`config.mk`:
```
export PLATFORM = sky130hd
export DESIGN_NAME = i2c_register_responder
export DESIGN_NICKNAME = d
export VERILOG_FILES = /design/src/rtl/i2c_pkg.sv /design/src/rtl/i2c_line_sync.sv /design/src/rtl/i2c_register_responder.sv
export SDC_FILE = /design/constraint.sdc
export NUM_CORES = 1
export LEC_CHECK = 0
export CORE_MARGIN = 5
export CORE_UTILIZATION = 30
export DETAILED_ROUTE_END_ITERATION = 8
export SYNTH_ARGS = -nofsm -noshare
export SYNTH_HDL_FRONTEND = slang
export SYNTH_SLANG_ARGS = --single-unit
```
`constraint.sdc`:
```
create_clock -name clock -period 2.14 [get_ports clock]
set_input_delay 0.642 -clock clock [delete_from_list [all_inputs] [get_ports clock]]
set_output_delay 0.642 -clock clock [all_outputs]
set_load 0.005 [all_outputs]
```
`src/rtl/i2c_pkg.sv`:
```
// Shared definitions for the I2C register responder: FSM states,
// default target address and read-data latency.
package i2c_pkg;

    typedef enum logic [3:0] {
        ST_IDLE,
        ST_ADDR,
        ST_ADDR_ACK,
        ST_REGH,
        ST_REGH_ACK,
        ST_REGL,
        ST_REGL_ACK,
        ST_WDATA,
        ST_WDATA_ACK,
        ST_RDATA,
        ST_RDATA_ACK,
        ST_IGNORE
    } state_t;

    localparam logic [6:0] DEFAULT_DEV_ID = 7'h24;
    localparam int         RD_LATENCY     = 2;

endpackage

```
`src/rtl/i2c_line_sync.sv`:
```
// Synchronizes raw SCL/SDA into the system clock and derives SCL edges
// plus START/STOP conditions from the synchronized values only.
module i2c_line_sync #(
    parameter int SYNC_STAGES = 2
) (
    input  logic clock,
    input  logic reset_n,
    input  logic scl_in,
    input  logic sda_in,
    output logic sda,
    output logic scl_rise,
    output logic scl_fall,
    output logic start_det,
    output logic stop_det
);

    logic [SYNC_STAGES-1:0] scl_sync;
    logic [SYNC_STAGES-1:0] sda_sync;
    logic                   scl_hist;
    logic                   sda_hist;
    logic                   scl;

    // Idle bus level is high, so reset to 1 to avoid phantom edges.
    always_ff @(posedge clock or negedge reset_n) begin
        if (!reset_n) begin
            scl_sync <= '1;
            sda_sync <= '1;
            scl_hist <= 1'b1;
            sda_hist <= 1'b1;
        end else begin
            scl_sync[0] <= scl_in;
            sda_sync[0] <= sda_in;
            for (int i = 1; i < SYNC_STAGES; i++) begin
                scl_sync[i] <= scl_sync[i-1];
                sda_sync[i] <= sda_sync[i-1];
            end
            scl_hist <= scl_sync[SYNC_STAGES-1];
            sda_hist <= sda_sync[SYNC_STAGES-1];
        end
    end

    assign scl       = scl_sync[SYNC_STAGES-1];
    assign sda       = sda_sync[SYNC_STAGES-1];
    assign scl_rise  = scl & ~scl_hist;
    assign scl_fall  = ~scl & scl_hist;
    assign start_det = scl & scl_hist & sda_hist & ~sda;
    assign stop_det  = scl & scl_hist & ~sda_hist & sda;

endmodule

```
`src/rtl/i2c_register_responder.sv`:
```
// I2C target exposing a 16-bit register address space: writes become
// wr_valid pulses, reads are fetched through rd_req/rd_data.
module i2c_register_responder
    import i2c_pkg::*;
#(
    parameter logic [6:0] DEV_ID      = DEFAULT_DEV_ID,
    parameter int         SYNC_STAGES = 2
) (
    input  logic        clock,
    input  logic        reset_n,
    input  logic        scl_in,
    input  logic        sda_in,
    output logic        sda_oe,
    output logic        wr_valid,
    output logic [15:0] wr_addr,
    output logic [7:0]  wr_data,
    output logic        rd_req,
    output logic [15:0] rd_addr,
    input  logic [7:0]  rd_data,
    output logic        busy
);

    localparam logic [1:0] RD_WAIT = 2'(RD_LATENCY + 1);

    state_t      state, state_next;
    logic        sda, scl_rise, scl_fall, start_det, stop_det;
    logic [2:0]  bit_cnt;
    logic [7:0]  shift;
    logic [15:0] pointer;
    logic        ack_phase, rw_bit;
    logic [1:0]  rd_wait;
    logic        shift_en, byte_done, ack_start, ack_end, issue_rd, tx_step, rd_ack;
    logic [7:0]  rx_byte;
    logic        addr_hit;

    i2c_line_sync #(.SYNC_STAGES(SYNC_STAGES)) u_line_sync (
        .clock     (clock),
        .reset_n   (reset_n),
        .scl_in    (scl_in),
        .sda_in    (sda_in),
        .sda       (sda),
        .scl_rise  (scl_rise),
        .scl_fall  (scl_fall),
        .start_det (start_det),
        .stop_det  (stop_det)
    );

    assign rx_byte   = {shift[6:0], sda};
    assign addr_hit  = (rx_byte[7:1] == DEV_ID);
    assign byte_done = shift_en && (bit_cnt == 3'd7);

    always_ff @(posedge clock or negedge reset_n) begin
        if (!reset_n) state <= ST_IDLE;
        else          state <= state_next;
    end

    always_comb begin
        state_next = state;
        if (stop_det) begin
            state_next = ST_IDLE;
        end else if (start_det) begin
            state_next = ST_ADDR;
        end else begin
            case (state)
                ST_ADDR:      if (byte_done) state_next = addr_hit ? ST_ADDR_ACK : ST_IGNORE;
                ST_REGH:      if (byte_done) state_next = ST_REGH_ACK;
                ST_REGL:      if (byte_done) state_next = ST_REGL_ACK;
                ST_WDATA:     if (byte_done) state_next = ST_WDATA_ACK;
                ST_ADDR_ACK:  if (ack_end) state_next = rw_bit ? ST_RDATA : ST_REGH;
                ST_REGH_ACK:  if (ack_end) state_next = ST_REGL;
                ST_REGL_ACK,
                ST_WDATA_ACK: if (ack_end) state_next = ST_WDATA;
                ST_RDATA:     if (tx_step && bit_cnt == 3'd7) state_next = ST_RDATA_ACK;
                ST_RDATA_ACK: begin
                    if (scl_rise && sda) state_next = ST_IGNORE;
                    else if (issue_rd)   state_next = ST_RDATA;
                end
                default: ;
            endcase
        end
    end

    // Bus conditions outrank any SCL edge seen in the same clock.
    always_comb begin
        shift_en  = 1'b0;
        ack_start = 1'b0;
        ack_end   = 1'b0;
        issue_rd  = 1'b0;
        tx_step   = 1'b0;
        rd_ack    = 1'b0;
        if (!start_det && !stop_det) begin
            case (state)
                ST_ADDR, ST_REGH, ST_REGL, ST_WDATA: shift_en = scl_rise;
                ST_ADDR_ACK, ST_REGH_ACK, ST_REGL_ACK, ST_WDATA_ACK: begin
                    ack_start = scl_fall && !ack_phase;
                    ack_end   = scl_fall && ack_phase;
                    issue_rd  = scl_fall && ack_phase && (state == ST_ADDR_ACK) && rw_bit;
                end
                ST_RDATA:     tx_step = scl_fall && (rd_wait == 2'd0);
                ST_RDATA_ACK: begin
                    rd_ack   = scl_rise && !sda;
                    issue_rd = scl_fall && ack_phase;
                end
                default: ;
            endcase
        end
    end

    always_ff @(posedge clock or negedge reset_n) begin
        if (!reset_n) begin
            sda_oe    <= 1'b0;
            wr_valid  <= 1'b0;
            wr_addr   <= '0;
            wr_data   <= '0;
            rd_req    <= 1'b0;
            rd_addr   <= '0;
            busy      <= 1'b0;
            pointer   <= '0;
            shift     <= '0;
            bit_cnt   <= '0;
            ack_phase <= 1'b0;
            rw_bit    <= 1'b0;
            rd_wait   <= '0;
        end else begin
            wr_valid <= 1'b0;
            rd_req   <= 1'b0;
            if (start_det || stop_det) begin
                sda_oe    <= 1'b0;
                ack_phase <= 1'b0;
                rd_wait   <= '0;
                bit_cnt   <= '0;
                if (stop_det) busy <= 1'b0;
            end else begin
                if (shift_en) begin
                    shift   <= rx_byte;
                    bit_cnt <= bit_cnt + 3'd1;
                end
                if (byte_done) begin
                    case (state)
                        ST_ADDR: begin
                            busy   <= addr_hit;
                            rw_bit <= sda;
                        end
                        ST_REGH:  pointer[15:8] <= rx_byte;
                        ST_REGL:  pointer[7:0]  <= rx_byte;
                        ST_WDATA: begin
                            wr_valid <= 1'b1;
                            wr_addr  <= pointer;
                            wr_data  <= rx_byte;
                            pointer  <= pointer + 16'd1;
                        end
                        default: ;
                    endcase
                end
                if (ack_start) begin
                    sda_oe    <= 1'b1;
                    ack_phase <= 1'b1;
                end
                if (ack_end) begin
                    sda_oe    <= 1'b0;
                    ack_phase <= 1'b0;
                end
                if (rd_ack) ack_phase <= 1'b1;
                if (issue_rd) begin
                    rd_req    <= 1'b1;
                    rd_addr   <= pointer;
                    rd_wait   <= RD_WAIT;
                    bit_cnt   <= '0;
                    ack_phase <= 1'b0;
                end
                if (rd_wait != 2'd0) rd_wait <= rd_wait - 2'd1;
                // MSB goes out as soon as the byte arrives; SCL is still low.
                if (rd_wait == 2'd1) begin
                    shift   <= rd_data;
                    sda_oe  <= ~rd_data[7];
                    pointer <= pointer + 16'd1;
                end
                if (tx_step) begin
                    sda_oe  <= (bit_cnt == 3'd7) ? 1'b0 : ~shift[6];
                    shift   <= {shift[6:0], 1'b0};
                    bit_cnt <= bit_cnt + 3'd1;
                end
            end
        end
    end

endmodule

```
== Word-level counts from Yosys, hierarchy flattened ==
Index checks and enable logic that the tools add are counted.

* Output and inout port bits: 44
* Word-level logic and storage cells: 157
* Register bits: 84

* Add/sub/neg operators: 3
* Muxes and demuxes: 59
* Bitwise logic cells: 14
* Equality and inequality tests: 23
* Reduce and logical (&&, ||, !) cells: 39

{| class="wikitable"
|+ Operators with widths
! cell !! count
|-
| 4-bit two-way mux || 14
|-
| 4-bit one-hot mux with 9 select lines || 1
|-
| 16-bit two-way mux || 2
|-
| 4-bit inequality test, second input constant || 8
|-
| 8-bit one-hot mux with 2 select lines || 2
|-
| 1-bit two-way mux || 29
|-
| 7-bit two-way mux || 3
|-
| 16-bit by 1-bit adder with 16-bit output, second input constant || 1
|-
| 4-bit by 3-bit equality test with 1-bit output, second input constant || 4
|-
| 3-bit AND reduction || 5
|-
| 4-bit equality test, second input constant || 3
|-
| 3-bit two-way mux || 4
|-
| 3-bit nonzero test || 4
|-
| 11-bit nonzero test || 1
|-
| 1-bit logical AND || 10
|-
| 10-bit AND reduction || 1
|-
| 5-bit nonzero test || 2
|-
| 4-bit by 2-bit equality test with 1-bit output, second input constant || 2
|-
| 2-bit nonzero test || 4
|-
| 4-bit OR reduction || 2
|-
| 1-bit AND || 7
|-
| 7-bit by 6-bit equality test with 1-bit output, second input constant || 1
|-
| 1-bit NOT || 7
|-
| 2-bit two-way mux || 3
|-
| other kinds (14) || 18
|}

== Logic depth before layout (Yosys ltp) ==
Gate-level depths: netlist of run 1.

* Depth after elaboration: 12
* Mapped depth: 9
* Mapped depth without buffers: 7

== By module ==
Synthesis of run 1 repeated with hierarchy kept, for this count alone.

* Cell total of the unflattened synthesis: 366
* Area total of the unflattened synthesis: 4073.9 um2

{| class="wikitable"
|+ Modules (own cells, without submodules)
! module !! area each (um2) !! cells an instance !! seq. area each (um2) !! times used
|-
| i2c_register_responder || 3883.7 || 356 || 1951.9 || 1
|-
| i2c_line_sync || 190.2 || 10 || 157.7 || 1
|}

== Worst setup path before layout of run 1 ==
No wires, ideal clock.

* Kind: register to register
* Start point: reg bit_cnt[0]
* End point: reg state[0]
* Setup slack: 65 ps
* Stages on the path, launching flop included: 8
* Required time: 2014 ps
* Arrival: 1949 ps
* Setup time: 126 ps
* Clock period less this slack: 2075 ps
* Cell sequence: dfrtp_1 > ha_1 > ha_1 > or4bb_1 > o211a_1 > a211oi_4 > o221ai_1 > o311a_1

* Cells in the longest elaborated chain, start to end: 4
* Elaborated cells between the ends (all ways): 9

{| class="wikitable"
|+ Ends and longest elaborated chain
! item !! RTL line !! source
|-
| from (decl) || i2c_register_responder.sv:27 || <nowiki>logic [2:0] bit_cnt;</nowiki>
|-
| from (signal assigned) || i2c_register_responder.sv:136 || <nowiki>bit_cnt <= bit_cnt + 3'd1;</nowiki>
|-
| from (signal assigned) || i2c_register_responder.sv:181 || <nowiki>bit_cnt <= bit_cnt + 3'd1;</nowiki>
|-
| 3-bit equality test * || i2c_register_responder.sv:50, i2c_register_responder.sv:73 ||
|-
| 1-bit logical AND (on tied branches) || i2c_register_responder.sv:73, i2c_register_responder.sv:50 ||
|-
| 4-bit inequality test (no source line) || n/a ||
|-
| 10-bit AND reduction (no source line) * || n/a ||
|-
| to (signal assigned) || i2c_register_responder.sv:54 || <nowiki>else state <= state_next;</nowiki>
|-
| to (decl) || i2c_register_responder.sv:25 || <nowiki>state_t state, state_next;</nowiki>
|}

Every way passes the cells marked *; elsewhere a longest branch is shown, timed or not.
A chain may end at the register's enable or synchronous reset.

== Worst setup path after layout of run 1 ==
Same ends and word-level chain as after synthesis.

==> run metrics, run 1 <==
initial antenna violation count=0; Max stage delay on crit path=0.39 ns; die area=approximately 16,000 sq um; CTS Buf Count=9; Pwr Total=between 6 and 7 mW; Die Ht=around 130 um; Buffers & Inverters on Critical Path=0; Mean Syn Cell Area=~11 sq um; CTS sink cnt=84; Net Sw Power=2.519 mW; total track usage=between 10% and 20%; Tcrit/Tclk final=between 90% and 100%; Placement Setup Slack=-0.1524 ns; CTS root buf=clkbuf_16; critical path arrival=around 2.3 ns; commonest cells after routing, fill and taps aside=dfrtp_1 (78), clkdlybuf4s50_1 (54), nor2_1 (30), buf_4 (30), a21oi_1 (27); largest net degree at the start of global routing=29; nets@finish=between 400 and 500; Seq pwr share=about two fifths; Netlist cell types=63; register bit total from synthesis=84; status=complete, no violations; top cell family by delay on the critical path=compound AO/OA/AOI/OAI gates; DR WL/cell=between 15 and 20 um; vias per inst=~5; Required @ worst endpoint=between 2 and 2.5 ns; Synth Flop Type=dfrtp_1; Net Sw Frac=about 37%; critical path class=reg -> reg; Clk network pwr share=a little over a fifth; CP endpoint kind=flop; antenna-violating nets left=0; HP Class=in -> async; Routability Congestion=approximately 0.89; vias in the first global route=approximately 3,200; WL final=between 10 and 15 mm; RSZ-0062 raised after global routing=no; Core ar.=around 13,000 sq um; synthesis-to-layout area growth=29.93%; Row Count=42; cell-internal power=between 4 and 5 mW; Leak Pwr=between 2 and 2.5 nW; Top-Level Pins=between 50 and 60; Mapped Cells=roughly 370; worst vdd ir=roughly 0.00056 V; DP Wirelength=between 7 and 8 mm; die width=about 130 um; fmax=~490 MHz; Syn Std Cell Area=roughly 4100 sq um; port bufs=55; busiest grt layer=met2; Final min period=roughly 2 ns; H-tree depth=3; max cap viols=0; syn_nets=388; Initial DRC Count=about 210; CP most frequent cell=ha_4; CP startpoint kind=flop; Clock Path Buffers=2; first-pass GRT wire length=16.66 mm; final instance area=5355 sq um; Clock transition at path regs=0.06 ns; drt first pass iters=5; final hold violation count=0; CP Cell Sequence=ha_4, ha_4, or4bb_1, o211a_1, a211oi_4, o221ai_1, o311a_1; GR Util met1=between 15 and 20%; GRT met2 Usage=about a fifth; Seq/Total Area, Yosys=51.18%; Comb power frac=between 30% and 40%; Worst Path Max Fanout=6; Initial Utilization=30.88%; met3 GRT Util=about 3.8%; CTS tree=yes; most common cell after layout, fill and taps aside=dfrtp_1; Critical path origin=bit_cnt[0]; Pins Over Slew Limit=0; detailed-route via count=3,200; PwrDens=about 1300 nW/um^2; Yosys warnings=0; Post-synth EDFFs=0; Final setup viols=0; Slowest cell on crit path=dfrtp_1; Final Skew=approximately 0.0060 ns; placed inst area=roughly 5000 sq um; DRC=0; gr ovfl total=0; Clk Latency, worst-skew pair=between 0.3 and 0.4 ns; share of layout cells above drive strength 1=a little over a fifth; reg2reg start=bit_cnt[0]; ys async rst share=100.0%; # diodes=0; relative slew slack=between 50% and 60%; Worst Slack Setup Final=around 0.089 ns; hold buffer count at CTS=0; slew of the pin with the lowest slew margin=0.6151 ns
## stage by stage
step	cells	utilization, %	setup TNS (ns)	hold slack [ns]
floorplan	371	-	0	0.3452
global placement	612	37.66	-0.2182	0.3477
detailed placement	612	37.66	-0.8262	0.3505
CTS	626	39.75	0	0.2428
global route	627	40.12	0	0.2529
finish	627	40.12	0	0.2354
## power groups by stage
stage | Combinational [mW] | Sequential [mW] | Clock (mW)
floorplan | 1.79 | 2.38 | 0
global placement | 2.59 | 2.58 | 0
detailed placement | 2.63 | 2.60 | 0
CTS | 2.66 | 2.57 | 1.53
global route | 2.96 | 2.65 | 1.60
finish | 2.67 | 2.59 | 1.47
## kinds of logic after synthesis
family          share of synthesized area (%)
xor+xnor                               0.6376
buf+inv                                 3.430
mux                                     15.18
fa+ha+maj                               1.518
flops                                   51.18
simple gates                            13.08
compound gates                          14.97
## flip-flops by register name, indices dropped and copies added (netlist names)
signal and cells:
ack_phase 1, bit_cnt 3, busy 1, pointer 16, rd_addr 16, rd_req 1
rd_wait 2, rw_bit 1, sda_oe 1, shift 7, state 4, u_line_sync.scl_hist 1
u_line_sync.scl_sync 2, u_line_sync.sda_hist 1, u_line_sync.sda_sync 2, wr_addr 16, wr_data 8, wr_valid 1
## final cells by class
class | count | area (sq um)
multi-input cells | 257 | 1909
repair buffers | 87 | 809.5
inverters | 9 | 33.78
flip-flops and latches | 84 | 2110
well taps | 176 | 220.2
fillers | 1314 | 7993
clock buffers | 11 | 232.7
clock inverters | 3 | 40.04
## cells in the mapped netlist, types with 6 or more instances
cell type  instances  area share, %
dfrtp_1           78             47
nor2_1            30            2.7
a21oi_1           27            3.3
nand2_1           25            2.3
mux2_2            24            6.6
o21ai_0           19            2.3
clkbuf_1          15            1.4
mux2_4            15            5.5
mux2i_1           13            3.2
nand3_1           10            1.2
inv_1              9           0.82
a31oi_1            7            1.1
dfstp_2            6            3.8
## per-layer routing
layer,vias up,share of wire [%],routed length [um]
li1,1515,-,-
met5,-,0,0
met1,1561,44,4532
met4,0,1.5,156
met3,17,6.3,641
met2,107,48,4890
## repair_timing
action                                  CTS  global route
endpoints found under the setup margin    9            18
buffers inserted                          0             1
cloned                                    0             0
resized for setup                         1             6
pin swaps                                 1             6
## path summary, 6_finish.rpt
path	slack [ns]	endpoint	depth (start not counted)
max	0.09	state[0]	7
min in group clock	0.36	u_line_sync.scl_sync[1]	0
min reg2reg	0.36	u_line_sync.scl_sync[1]	0
min	0.24	wr_data[5]	1
max reg2reg	0.09	state[0]	7
max in group asynchronous	1.30	u_line_sync.scl_hist	2
(Power assumes the default switching activity.)
==> inputs of run 2 (changes only) <==
--- a/config.mk
+++ b/config.mk
@@ -5,7 +5,7 @@
 export SDC_FILE = /design/constraint.sdc
 export NUM_CORES = 1
 export LEC_CHECK = 0
-export CORE_MARGIN = 5
+export CORE_MARGIN = 3
 export CORE_UTILIZATION = 30
 export DETAILED_ROUTE_END_ITERATION = 8
 export SYNTH_ARGS = -nofsm -noshare
==> run metrics, run 2 (synthesis results as in run 1) <==
Max stage delay on crit path=roughly 0.59 ns; PwrDens=1263 nW/um^2; Clock transition at path regs=0.06 ns; fmax=around 470 MHz; CP endpoint kind=flop; Placement Setup Slack=-0.1342 ns; hold buffer count at CTS=0; reg2reg end=state[2]; gr ovfl total=0; initial antenna violation count=0; # placed instances=605; FF/Latch Area=about 2100 sq um; nets@finish=approximately 460; CTS tree=yes; Leak Pwr=between 2 and 2.5 nW; vias in the first global route=a little over 3,000; vias per inst=5.000; DP Wirelength=7.168 mm; Routability Congestion=around 0.91; R2R depth=5; critical path class=reg -> reg; RSZ-0062 raised after global routing=yes; drt first pass iters=4; total track usage=between 10% and 20%; violated checks=setup timing; largest registers=pointer (16), rd_addr (16), wr_addr (16); CTS sink cnt=84; non-filler cells, final=between 600 and 700; detailed-route via count=around 3,100; die area=roughly 15,000 sq um; Initial Utilization=30.88%; CTS root buf=clkbuf_16; Fillers=between 1,000 and 1,500; max cap viols=0; Worst Slack Setup Final=-0.005056 ns; Clk Latency, worst-skew pair=~0.33 ns; DRC=0; final hold violation count=0; setup_tns=-0.005056 ns; first-pass GRT wire length=between 15 and 20 mm; # diodes=0; worst vdd ir=0.0005560 V; share of layout cells above drive strength 1=a little over a fifth; Final Skew=about 0.0051 ns; Slowest cell on crit path=dfstp_2; worst reg2reg setup slack=-0.005 ns; die width=roughly 120 um; slew of the pin with the lowest slew margin=0.6738 ns; Critical path origin=u_line_sync.scl_sync[1]; Worst Path Max Fanout=8; WL final=about 10 mm; CP Cell Sequence=or4bb_1, o211a_1, a211oi_4, mux2i_1, a21oi_1; Core ar.=13,350 sq um; antenna-violating nets left=0; HP Class=in -> async; CTS Buf Count=9; relative slew slack=about 55%; DR WL/cell=roughly 16 um; commonest cells after routing, fill and taps aside=dfrtp_1 (78), clkdlybuf4s50_1 (54), nor2_1 (30); Required @ worst endpoint=2.33 ns; H-tree depth=3; Final min period=2.145 ns; Top-Level Pins=56; CP startpoint kind=flop; Die Ht=between 100 and 150 um; port bufs=between 50 and 60; Pwr Total=6.726 mW; most common cell after layout, fill and taps aside=dfrtp_1; status=complete, but fails checks; largest net degree at the start of global routing=~50; synthesis-to-layout area growth=29.20%; Initial DRC Count=approximately 250; Row Count=42; reg2reg start=u_line_sync.scl_sync[1]; Tcrit/Tclk final=100.2%; critical path arrival=2.33 ns; Clock Path Buffers=2; Final setup viols=1; area of the multi-input gates=1906 sq um; Pins Over Slew Limit=0
run 2: layer usage:
layer | up-vias | routed length (um) | global-route usage, %
li1 | 1504 | - | -
met4 | 0 | 106 | 4.567
met2 | 76 | 4820 | 22.29
met5 | - | 0 | 0
met1 | 1523 | 4327 | 16.95
met3 | 7 | 510 | 3.660
run 2: layout make-up:
cell class / count / share of cell area (%)
clock inverter: 4 / 0.9164
inverter: 9 / 0.6344
multi-input combinational: 257 / 35.78
sequential: 84 / 39.61
tap: 176 / 4.135
clock buffer: 12 / 4.629
timing repair buffer: 80 / 14.29
run 2: metrics by stage:
step / cell area, sq um / hold WS (ns) / util (%)
finish: 5325 / 0.1967 / 39.90
global route: 5325 / 0.2124 / 39.90
CTS: 5304 / 0.1930 / 39.74
detailed placement: 4987 / 0.3468 / 37.36
global placement: 4987 / 0.3474 / 37.36
floorplan: 4121 / 0.3452 / -
run 2: repair_timing:
action,CTS,global route
buffers inserted,1,0
setup endpoints to repair,9,4
resized for setup,2,4
pin swaps,1,3
run 2: worst max-delay path by stage:
stage,endpoint,cells after the start,slack (ns)
after global placement,state[3],7,-0.05
after detailed placement,shift[5],4,-0.13
final,state[2],5,-0.005
after floorplan,state[0],7,0.07
after CTS,state[2],7,0.007
after global routing,state[2],5,-0.06
run 2: critical path, delay by kind of cell, from the launching register on:
kind / cells / cell delay [ns]
muxes: 1 / 0.26
AOI/OAI and AO/OA: 3 / 0.64
and+or+nand+nor: 1 / 0.50
DFF: 1 / 0.59
run 2: power by group:
group          internal, mW  switching, mW
sequential             2.03          0.580
clock                 0.934          0.584
combinational          1.26           1.34
